`config.mk`:
```
export PLATFORM = sky130hd
export DESIGN_NAME = image_crop
export DESIGN_NICKNAME = d
export VERILOG_FILES = /design/src/rtl/crop_pkg.sv /design/src/rtl/axis_out_reg.sv /design/src/rtl/image_crop.sv
export SDC_FILE = /design/constraint.sdc
export NUM_CORES = 1
export LEC_CHECK = 0
export CORE_MARGIN = 4
export CORE_UTILIZATION = 40
export DETAILED_ROUTE_END_ITERATION = 10
export DONT_BUFFER_PORTS = 1
export PLACE_DENSITY = 0.6
export SETUP_SLACK_MARGIN = 0.02
export SLEW_MARGIN = 20
export SYNTH_ARGS = -nofsm -noshare
export SYNTH_HDL_FRONTEND = slang
export SYNTH_SLANG_ARGS = --single-unit
```
`constraint.sdc`:
```
create_clock -name ap_clk -period 7.7 [get_ports ap_clk]
set_clock_uncertainty 0.2 [all_clocks]
set_input_delay 1.54 -clock ap_clk [delete_from_list [all_inputs] [get_ports ap_clk]]
set_output_delay 1.54 -clock ap_clk [all_outputs]
set_load 0.02 [all_outputs]
```
`src/rtl/crop_pkg.sv`:
```
// Shared constants and types for the image crop block: default image and
// window geometry, the pixel word type and the frame-control state encoding.
package crop_pkg;

  localparam int FP_TOTAL     = 16;
  localparam int IN_ROWS_DEF  = 100;
  localparam int IN_COLS_DEF  = 160;
  localparam int OUT_ROWS_DEF = 48;
  localparam int OUT_COLS_DEF = 48;

  typedef logic [FP_TOTAL-1:0] pixel_t;

  typedef enum logic [1:0] {
    ST_IDLE  = 2'd0,
    ST_RUN   = 2'd1,
    ST_DRAIN = 2'd2
  } state_t;

endpackage

```
`src/rtl/axis_out_reg.sv`:
```
// Single-entry AXI-stream register slice. Holds one word, presents it
// downstream, and accepts a new word whenever it is empty or the held word
// leaves in the same cycle, so back-to-back transfers run without bubbles.
module axis_out_reg #(
  parameter int DATA_W = 16
) (
  input  logic              clk,
  input  logic              rst_n,
  input  logic [DATA_W-1:0] in_data,
  input  logic              in_valid,
  output logic              in_ready,
  output logic [DATA_W-1:0] out_data,
  output logic              out_valid,
  input  logic              out_ready
);

  logic              vld_q;
  logic              vld_d;
  logic [DATA_W-1:0] data_q;
  logic [DATA_W-1:0] data_d;

  // Room exists when empty or when the current word drains this cycle.
  assign in_ready  = ~vld_q | out_ready;
  assign out_valid = vld_q;
  assign out_data  = data_q;

  // Next-state of the slot: a load wins over a drain so a simultaneous
  // handshake on both sides replaces the content in place.
  always_comb begin
    vld_d  = vld_q;
    data_d = data_q;
    if (in_valid && in_ready) begin
      vld_d  = 1'b1;
      data_d = in_data;
    end else if (out_ready) begin
      vld_d  = 1'b0;
    end
  end

  // Slot storage; reset empties the slot and zeroes the data word.
  always_ff @(posedge clk or negedge rst_n) begin
    if (!rst_n) begin
      vld_q  <= 1'b0;
      data_q <= '0;
    end else begin
      vld_q  <= vld_d;
      data_q <= data_d;
    end
  end

endmodule

```
`src/rtl/image_crop.sv`:
```
// Streaming image crop: consumes a full raster-order frame and forwards only
// the pixels inside an OUT_ROWS x OUT_COLS window whose top-left corner is
// sampled at frame start and clamped so the window always fits the image.
module image_crop #(
  parameter int FP_TOTAL = crop_pkg::FP_TOTAL,
  parameter int IN_ROWS  = crop_pkg::IN_ROWS_DEF,
  parameter int IN_COLS  = crop_pkg::IN_COLS_DEF,
  parameter int OUT_ROWS = crop_pkg::OUT_ROWS_DEF,
  parameter int OUT_COLS = crop_pkg::OUT_COLS_DEF
) (
  input  logic                       ap_clk,
  input  logic                       ap_rst_n,
  input  logic                       ap_start,
  output logic                       ap_ready,
  output logic                       ap_done,
  output logic                       ap_idle,
  input  logic [$clog2(IN_ROWS)-1:0] crop_y1,
  input  logic [$clog2(IN_COLS)-1:0] crop_x1,
  input  logic [FP_TOTAL-1:0]        img_in_TDATA,
  input  logic                       img_in_TVALID,
  output logic                       img_in_TREADY,
  output logic [FP_TOTAL-1:0]        crop_out_TDATA,
  output logic                       crop_out_TVALID,
  input  logic                       crop_out_TREADY
);

  import crop_pkg::*;

  localparam int RW = $clog2(IN_ROWS);
  localparam int CW = $clog2(IN_COLS);

  localparam logic [RW-1:0] Y0_MAX   = RW'(IN_ROWS - OUT_ROWS);
  localparam logic [CW-1:0] X0_MAX   = CW'(IN_COLS - OUT_COLS);
  localparam logic [RW-1:0] ROW_LAST = RW'(IN_ROWS - 1);
  localparam logic [CW-1:0] COL_LAST = CW'(IN_COLS - 1);
  localparam logic [RW:0]   WIN_H    = (RW+1)'(OUT_ROWS);
  localparam logic [CW:0]   WIN_W    = (CW+1)'(OUT_COLS);

  state_t        state_q;
  state_t        state_d;
  logic [RW-1:0] row_q;
  logic [RW-1:0] row_d;
  logic [CW-1:0] col_q;
  logic [CW-1:0] col_d;
  logic [RW-1:0] y0_q;
  logic [RW-1:0] y0_d;
  logic [CW-1:0] x0_q;
  logic [CW-1:0] x0_d;
  logic          ap_ready_q;
  logic          ap_ready_d;
  logic          ap_done_q;
  logic          ap_done_d;
  logic          ap_idle_q;
  logic          ap_idle_d;

  logic [RW:0]   row_ext;
  logic [RW:0]   y_lo;
  logic [RW:0]   y_hi;
  logic [CW:0]   col_ext;
  logic [CW:0]   x_lo;
  logic [CW:0]   x_hi;
  logic          in_win;
  logic          last_pix;
  logic          slot_ready;
  logic          src_ready;
  logic          src_xfer;
  logic          slot_load;

  // Window membership of the current raster position; one extra bit keeps
  // the exclusive upper bound from wrapping.
  always_comb begin
    row_ext  = {1'b0, row_q};
    col_ext  = {1'b0, col_q};
    y_lo     = {1'b0, y0_q};
    x_lo     = {1'b0, x0_q};
    y_hi     = y_lo + WIN_H;
    x_hi     = x_lo + WIN_W;
    in_win   = (row_ext >= y_lo) && (row_ext < y_hi) &&
               (col_ext >= x_lo) && (col_ext < x_hi);
    last_pix = (row_q == ROW_LAST) && (col_q == COL_LAST);
  end

  // Source handshake: discarded pixels are always taken, window pixels only
  // when the output slot has room.
  always_comb begin
    src_ready = 1'b0;
    if (state_q == ST_RUN) begin
      src_ready = in_win ? slot_ready : 1'b1;
    end
    src_xfer  = src_ready & img_in_TVALID;
    slot_load = src_xfer & in_win;
  end

  assign img_in_TREADY = src_ready;

  // Frame control next-state: window origin capture, raster counters and
  // the start/done handshake pulses.
  always_comb begin
    state_d    = state_q;
    row_d      = row_q;
    col_d      = col_q;
    y0_d       = y0_q;
    x0_d       = x0_q;
    ap_ready_d = 1'b0;
    ap_done_d  = 1'b0;
    case (state_q)
      ST_IDLE: begin
        if (ap_start) begin
          state_d    = ST_RUN;
          y0_d       = (crop_y1 > Y0_MAX) ? Y0_MAX : crop_y1;
          x0_d       = (crop_x1 > X0_MAX) ? X0_MAX : crop_x1;
          row_d      = '0;
          col_d      = '0;
          ap_ready_d = 1'b1;
        end
      end
      ST_RUN: begin
        if (src_xfer) begin
          if (last_pix) begin
            state_d = ST_DRAIN;
            row_d   = '0;
            col_d   = '0;
          end else if (col_q == COL_LAST) begin
            col_d = '0;
            row_d = row_q + 1'b1;
          end else begin
            col_d = col_q + 1'b1;
          end
        end
      end
      ST_DRAIN: begin
        if (!crop_out_TVALID) begin
          state_d   = ST_IDLE;
          ap_done_d = 1'b1;
        end
      end
      default: begin
        state_d = ST_IDLE;
      end
    endcase
    ap_idle_d = (state_d == ST_IDLE);
  end

  // Frame control FSM with registered status outputs.
  always_ff @(posedge ap_clk or negedge ap_rst_n) begin
    if (!ap_rst_n) begin
      state_q    <= ST_IDLE;
      row_q      <= '0;
      col_q      <= '0;
      y0_q       <= '0;
      x0_q       <= '0;
      ap_ready_q <= 1'b0;
      ap_done_q  <= 1'b0;
      ap_idle_q  <= 1'b1;
    end else begin
      state_q    <= state_d;
      row_q      <= row_d;
      col_q      <= col_d;
      y0_q       <= y0_d;
      x0_q       <= x0_d;
      ap_ready_q <= ap_ready_d;
      ap_done_q  <= ap_done_d;
      ap_idle_q  <= ap_idle_d;
    end
  end

  assign ap_ready = ap_ready_q;
  assign ap_done  = ap_done_q;
  assign ap_idle  = ap_idle_q;

  axis_out_reg #(
    .DATA_W (FP_TOTAL)
  ) u_out_reg (
    .clk       (ap_clk),
    .rst_n     (ap_rst_n),
    .in_data   (img_in_TDATA),
    .in_valid  (slot_load),
    .in_ready  (slot_ready),
    .out_data  (crop_out_TDATA),
    .out_valid (crop_out_TVALID),
    .out_ready (crop_out_TREADY)
  );

endmodule

```
==> results of run 1 <==
==> sequential cells by signal (all words and copies together) (netlist names), 2 cells and up <==
name / flops
col_q: 8
row_q: 7
state_q: 2
u_out_reg.out_data: 16
x0_q: 8
y0_q: 7
==> cell type report <==
| class | count | share of cell area [%] |
|---|---|---|
| flip-flops and latches | 52 | 41.4 |
| clock buffers | 6 | 2.30 |
| clock inverters | 2 | 0.516 |
| inverters | 23 | 2.74 |
| multi-input cells | 206 | 49.1 |
| well taps | 99 | 3.93 |
==> worst register-to-register path: stages (launching register included) <==
cell and delay (ns):
dfrtp_1 0.37, inv_1 0.08, ha_1 0.22, xor2_1 0.14, ha_1 0.29, a21o_1 0.16, a21oi_1 0.13, o22ai_1 0.10
or4_4 0.45, o21a_1 0.26, nor2_1 0.64, o21ai_0 0.22
==> cells by family (layout without fill, tap and decap cells) <==
group                      after synthesis  in the layout  synth area share [%]
and+or+nand+nor                         82             82                  15.0
muxes                                   18             18                  7.99
DFF                                     52             52                  43.8
AOI/OAI and AO/OA                       77             77                  17.2
xor gates and xnor gates                 3              3                 0.883
buffers and inverters                   30             31                  4.25
adders and majority gates               26             26                  10.9
==> power by group through the flow <==
stage	clock network, W	registers, W	logic [W]
floorplan	0	0.000481	0.000355
global placement	0	0.000504	0.000407
detailed placement	0	0.000508	0.000418
CTS	0.000164	0.000502	0.000424
global route	0.000175	0.000514	0.000479
finish	0.000156	0.000501	0.000418
==> cells in the mapped netlist (5+ instances only) <==
library cell  count
a21oi_1          12
and3_1            8
nand3_1          10
dfrtp_1          51
ha_1             26
mux2_4           10
a21o_1            6
mux2_2            6
inv_1            23
o21ai_0          24
nor2_1           13
nand2_1          19
o41ai_1           5
==> how the worst max path moves through the flow <==
stage / endpoint / slack, ns
2_1_floorplan: img_in_TREADY / 3.58
3_3_place_gp: img_in_TREADY / 3.48
3_5_place_dp: img_in_TREADY / 3.48
4_1_cts: img_in_TREADY / 3.39
5_1_grt: img_in_TREADY / 3.20
6_report: img_in_TREADY / 3.43
==> metrics by stage <==
step                      area, sq um  util, %  total power (W)  setup WS (ns)  hold WS, ns
after floorplan                  2980        -         0.000836           3.58        0.277
after global placement           3060     42.2         0.000910           3.48        0.315
after detailed placement         3060     42.2         0.000925           3.48        0.315
after CTS                        3150     43.4          0.00109           3.39        0.338
after global routing             3150     43.4          0.00117           3.20        0.357
final                            3150     43.4          0.00108           3.43        0.331
==> cell usage in the layout (no fill, tap or decap), types with 4 or more instances in the layout <==
master / synthesis / routed
mux2_4: 10 / 10
nand2_1: 19 / 19
a21o_1: 6 / 6
clkbuf_8: 0 / 5
nor2_1: 13 / 13
inv_1: 23 / 23
a21oi_1: 12 / 12
o41ai_1: 5 / 5
nor3_1: 4 / 4
a31oi_1: 4 / 4
dfrtp_1: 51 / 51
ha_1: 26 / 26
nand3_1: 10 / 10
and3_1: 8 / 8
nor2b_1: 4 / 4
nand4_1: 4 / 4
o21ai_0: 24 / 24
nand2b_1: 4 / 4
mux2_2: 6 / 6
==> routing by layer <==
| layer | track usage, % | share of wire, % | wire, um | vias to the layer above |
|---|---|---|---|---|
| met3 | 3.77 | 9.6 | 598 | 4 |
| met2 | 23.3 | 44 | 2740 | 81 |
| met5 | 0 | 0 | 0 | - |
| met4 | 3.37 | 0.82 | 51 | 0 |
| li1 | - | - | - | 1052 |
| met1 | 20.2 | 46 | 2860 | 1019 |
==> reports/results.tsv, run 1 <==
metric	value	unit
Antenna Cells	0	
post-synthesis sequential area ratio	43.8	%
WS Path Type	reg -> out	
H-tree Lvls	2	
Slowest Stage Delay on Critical Path	0.38	ns
reg2reg path depth	11	
Startpoint Class	register	
Netlist cell types	55	
vias per cell	5.56	
Max Fclk	0.234	GHz
All-Layer GR Usage	14.7	%
syn nets	350	
crit path capture type	output pin	
VDD IR-drop max	173	uV
Final Hold Fails	0	
clk_lat worst skew	0.30	ns
Die ar.	0.00889	sq mm
NetSw	0.000432	W
required time of the worst setup path	5.96	ns
total power per unit cell area	341	mW/mm^2
Setup-failing EPs final	0	
Initial Utilization	41.0	%
CTS clk-pin slew, worst paths	0.09	ns
Critical R2R Launch	x0_q[4]$_DFFE_PN0P_	
worst-path maximum fanout	3	
largest net degree at the start of global routing	53	
Setup TNS	0	ns
FILL cells	711	
Max-slew headroom	46.0	%
WHS Endpoint	y0_q[0]$_DFFE_PN0P_	
drc violations	0	
GP Congestion	0.778	
drt total wl	6.25	mm
TritonCTS Buffers	5	
Post-synth EDFFs	0	
Max Cap Violations	0	
Core Box Area	0.00725	sq mm
Port Buf Inserts	0	
CTS Hold Bufs	0	
non-filler instance count after layout	388	
dpl cells	380	
Final Max Slew Viols	0	
Reg power frac	46.6	%
Syn Inst Count	288	
clk root buf	clkbuf_8	
Nets	350	
Lkg Pwr	1.44	nW
antenna violations before repair	0	
CTS tree	built	
Synth async-reset ratio	100	%
num rows	31	
clk sinks	52	
top-area cell type share of the netlist area	42.9	%
clock tree buffer depth	2	
ys flop type	dfrtp_1	
crit path from	y0_q[4]$_DFFE_PN0P_	
most area-consuming cells after synthesis	dfrtp_1 (43%), ha_1 (11%), mux2_4 (5.0%)	
Yosys reg bits	52	
# IOs	57	
critical-path cell list	inv_1 -> ha_1 -> xor2_1 -> ha_1 -> nand2_1 -> or3_1 -> a21oi_1 -> or4_4 -> nor2_1 -> nor2_1	
DIE WIDTH	94.3	um
status	finished clean	
Worst Hold Class	reg -> reg	
Avg WL per Cell	16.1	um
Hold Path Cell Cnt	1	
Buf+Inv Stages, Crit Path	1	
P_int	0.000644	W
yosys warns	0	
Multi-input gate area	0.00155	sq mm
Tightest Pin Transition	0.807	ns
combinational share of power	38.9	%
total grt overflow	0	
vias in the first global route	2207	
Crit. path cell count	10	
Tmin final	4.27	ns
cell family with most CP delay	simple AND/OR/NAND/NOR gates	
Crit-path slowest cell	dfrtp_1	
RSZ-0062 raised after global routing	no	
DR pass1 iterations	4	
Sw Share	40.1	%
Antenna Nets Post-Route	0	
DRT iter0 DRCs	103	
post-synth top area cell	dfrtp_1	
clock share of power	14.5	%
FF-to-FF setup slack	4.28	ns
FF/Latch Area	0.00130	sq mm
Crit Reg-Reg Endpoint	col_q[1]$_DFFE_PN0P_	
Post-CTS Resized	0	
via count	2156	
share of layout cells above drive strength 1	10.7	%
syn avg cell area	10.3	sq um
hpwl dp	4.54	mm
global-route wire length before repair	10.4	mm
Final Cycle Share	55.4	%
postcts setup bufs	0	
area of the mapped netlist	0.00298	sq mm
critical path arrival	2.53	ns
worst hold start	y0_q[0]$_DFFE_PN0P_	
Syn-to-layout area delta	5.80	%
die height	94.3	um
No activity file was read; power rests on OpenSTA's default activity.
==> inputs of run 2 (changes only) <==
--- a/config.mk
+++ b/config.mk
@@ -9,7 +9,7 @@
 export CORE_UTILIZATION = 40
 export DETAILED_ROUTE_END_ITERATION = 10
 export DONT_BUFFER_PORTS = 1
-export PLACE_DENSITY = 0.6
+export PLACE_DENSITY = 0.62
 export SETUP_SLACK_MARGIN = 0.02
 export SLEW_MARGIN = 20
 export SYNTH_ARGS = -nofsm -noshare
==> constraint.sdc (replaced) <==
create_clock -name ap_clk -period 3.65 [get_ports ap_clk]
set_clock_uncertainty 0.2 [all_clocks]
set_input_delay 0.73 -clock ap_clk [delete_from_list [all_inputs] [get_ports ap_clk]]
set_output_delay 0.73 -clock ap_clk [all_outputs]
set_load 0.02 [all_outputs]
==> run 2 against run 1 <==
  * Design area increased by 2.1%
  * Highest routed layer unchanged
  * Critical endpoint unchanged
  * Hold slack got worse by 0.27 ns
  * Clock power increased by 110%
  * Largest power group unchanged
  * Critical path type unchanged
  * First-iteration DRC count increased by 3.9%
  * Routed wire length decreased by 0.61%
  * Global-route usage increased by 0.080 points
==> reports/results.tsv, run 2 (synthesis results as in run 1) <==
metric	value	unit
clk_lat worst skew	0.30	ns
TritonCTS Buffers	5	
M1 GR Usage	19.8	%
drt total wl	6.21	mm
VDD IR-drop max	334	uV
FILL cells	676	
Final Hold Fails	0	
crit path capture type	output pin	
global-route wire length before repair	10.4	mm
vias per cell	5.54	
commonest non-fill, non-tap cell in the layout	dfrtp_1	
CTS clk-pin slew, worst paths	0.10	ns
GP Congestion	0.774	
max reg flops	16	
Core Box Area	0.00725	sq mm
required time of the worst setup path	2.72	ns
Tightest Pin Transition	0.531	ns
Max-slew headroom	64.5	%
Antenna Cells	0	
GR peak layer	met2	
CP dominant cell by count	ha_1	
Syn-to-layout area delta	8.07	%
H-tree Lvls	2	
WS Path Type	reg -> out	
hpwl dp	4.52	mm
drc violations	0	
post-layout util	44.4	%
CTS tree	built	
critical path arrival	2.54	ns
Setup-failing EPs final	0	
DRT iter0 DRCs	107	
All-Layer GR Usage	14.8	%
total power per unit cell area	712	mW/mm^2
Buf+Inv Stages, Crit Path	1	
vias in the first global route	2233	
most frequent cells in the layout	dfrtp_1 (51), ha_1 (26), o21ai_0 (24), inv_1 (23), nand2_1 (19)	
Avg WL per Cell	15.8	um
Final Max Slew Viols	0	
Tmin final	3.47	ns
status	finished clean	
worst-path maximum fanout	3	
via count	2182	
Worst Hold Class	in -> async	
antenna violations before repair	0	
Hold Slack	0.0572	ns
Initial Utilization	41.0	%
Max Cap Violations	0	
setup ws final	0.181	ns
largest net degree at the start of global routing	52	
total grt overflow	0	
Slowest Stage Delay on Critical Path	0.45	ns
Crit-path slowest cell	or4_4	
DIE WIDTH	94.3	um
share of layout cells above drive strength 1	12.9	%
Die ar.	0.00889	sq mm
Max Fclk	0.288	GHz
DR pass1 iterations	4	
critical-path cell list	inv_1 -> ha_1 -> xor2_1 -> ha_1 -> a21o_1 -> a21oi_1 -> o22ai_1 -> or4_4 -> nor2_1 -> nor2_2	
Nets	356	
Antenna Nets Post-Route	0	
M3 GR Usage	4.57	%
Port Buf Inserts	0	
clk sinks	52	
Final Cycle Share	95.0	%
clk root buf	clkbuf_8	
clock tree buffer depth	2	
met2 usage	23.2	%
Startpoint Class	register	
pre-CTS setup slack	0.417	ns
Lkg Pwr	1.48	nW
die height	94.3	um
Setup TNS	0	ns
total power draw	0.00229	W
cell family with most CP delay	simple AND/OR/NAND/NOR gates	
RSZ-0062 raised after global routing	no	
num rows	31	
# IOs	57	
==> run 2: final timing paths <==
kind | start | endpoint | slack [ns] | depth (start not counted)
worst max-delay path | x0_q[4]$_DFFE_PN0P_ | img_in_TREADY | 0.18 | 10
worst min-delay path | ap_rst_n | ap_idle$_DFF_PN1_ | 0.06 | 0
worst max register to register | x0_q[4]$_DFFE_PN0P_ | u_out_reg.out_data[15]$_DFFE_PN0P_ | 0.39 | 11
worst min register to register | x0_q[0]$_DFFE_PN0P_ | x0_q[0]$_DFFE_PN0P_ | 0.33 | 1
max in group asynchronous | ap_rst_n | y0_q[0]$_DFFE_PN0P_ | 2.95 | 1
min in group ap_clk | ap_start | ap_idle$_DFF_PN1_ | 0.27 | 1
==> run 2: power breakdown <==
group	total (W)	internal (W)	switching, W	leakage, nW
Sequential	0.00105	0.000765	0.000287	0.641
Clock	0.000329	0.000137	0.000192	0.0414
Combinational	0.000911	0.000464	0.000446	0.795
Total	0.00229	0.00137	0.000925	1.48
==> run 2: timing repair <==
item,in CTS,in global routing
setup buffers,0,0
endpoints found under the hold margin,51,0
endpoints found under the setup margin,0,1
resized for setup,0,1
hold buffers,1,0
==> run 2: cell type report <==
cell class,instances,area [sq um],area share [%]
multi-input combinational,206,1550,48.2
inverter,23,86.3,2.68
clock inverter,2,16.3,0.506
timing repair buffer,6,65.1,2.02
sequential,52,1300,40.5
clock buffer,6,72.6,2.26
tap,99,124,3.85
==> run 2: through the flow <==
| step | instance area [sq um] | instances |
|---|---|---|
| 2_1_floorplan | 2980 | 288 |
| 3_3_place_gp | 3100 | 385 |
| 3_5_place_dp | 3100 | 385 |
| 4_1_cts | 3210 | 394 |
| 5_1_grt | 3220 | 394 |
| 6_report | 3220 | 394 |
==> run 2: per-layer routing <==
metal / vias to the layer above / wire length (um)
li1: 1064 / -
met1: 1037 / 2950
met2: 72 / 2620
met3: 9 / 560
met4: 0 / 86
met5: - / 0
==> run 2: worst reg2reg max path, stage by stage, from the launching register on <==
cell and delay, ns:
dfrtp_1 0.41, inv_1 0.11, ha_1 0.19, xor2_1 0.18, ha_1 0.27, a21o_1 0.16
a21oi_1 0.15, o22ai_1 0.11, or4_4 0.45, o21ai_4 0.45, nor2_8 0.16, mux2_4 0.34
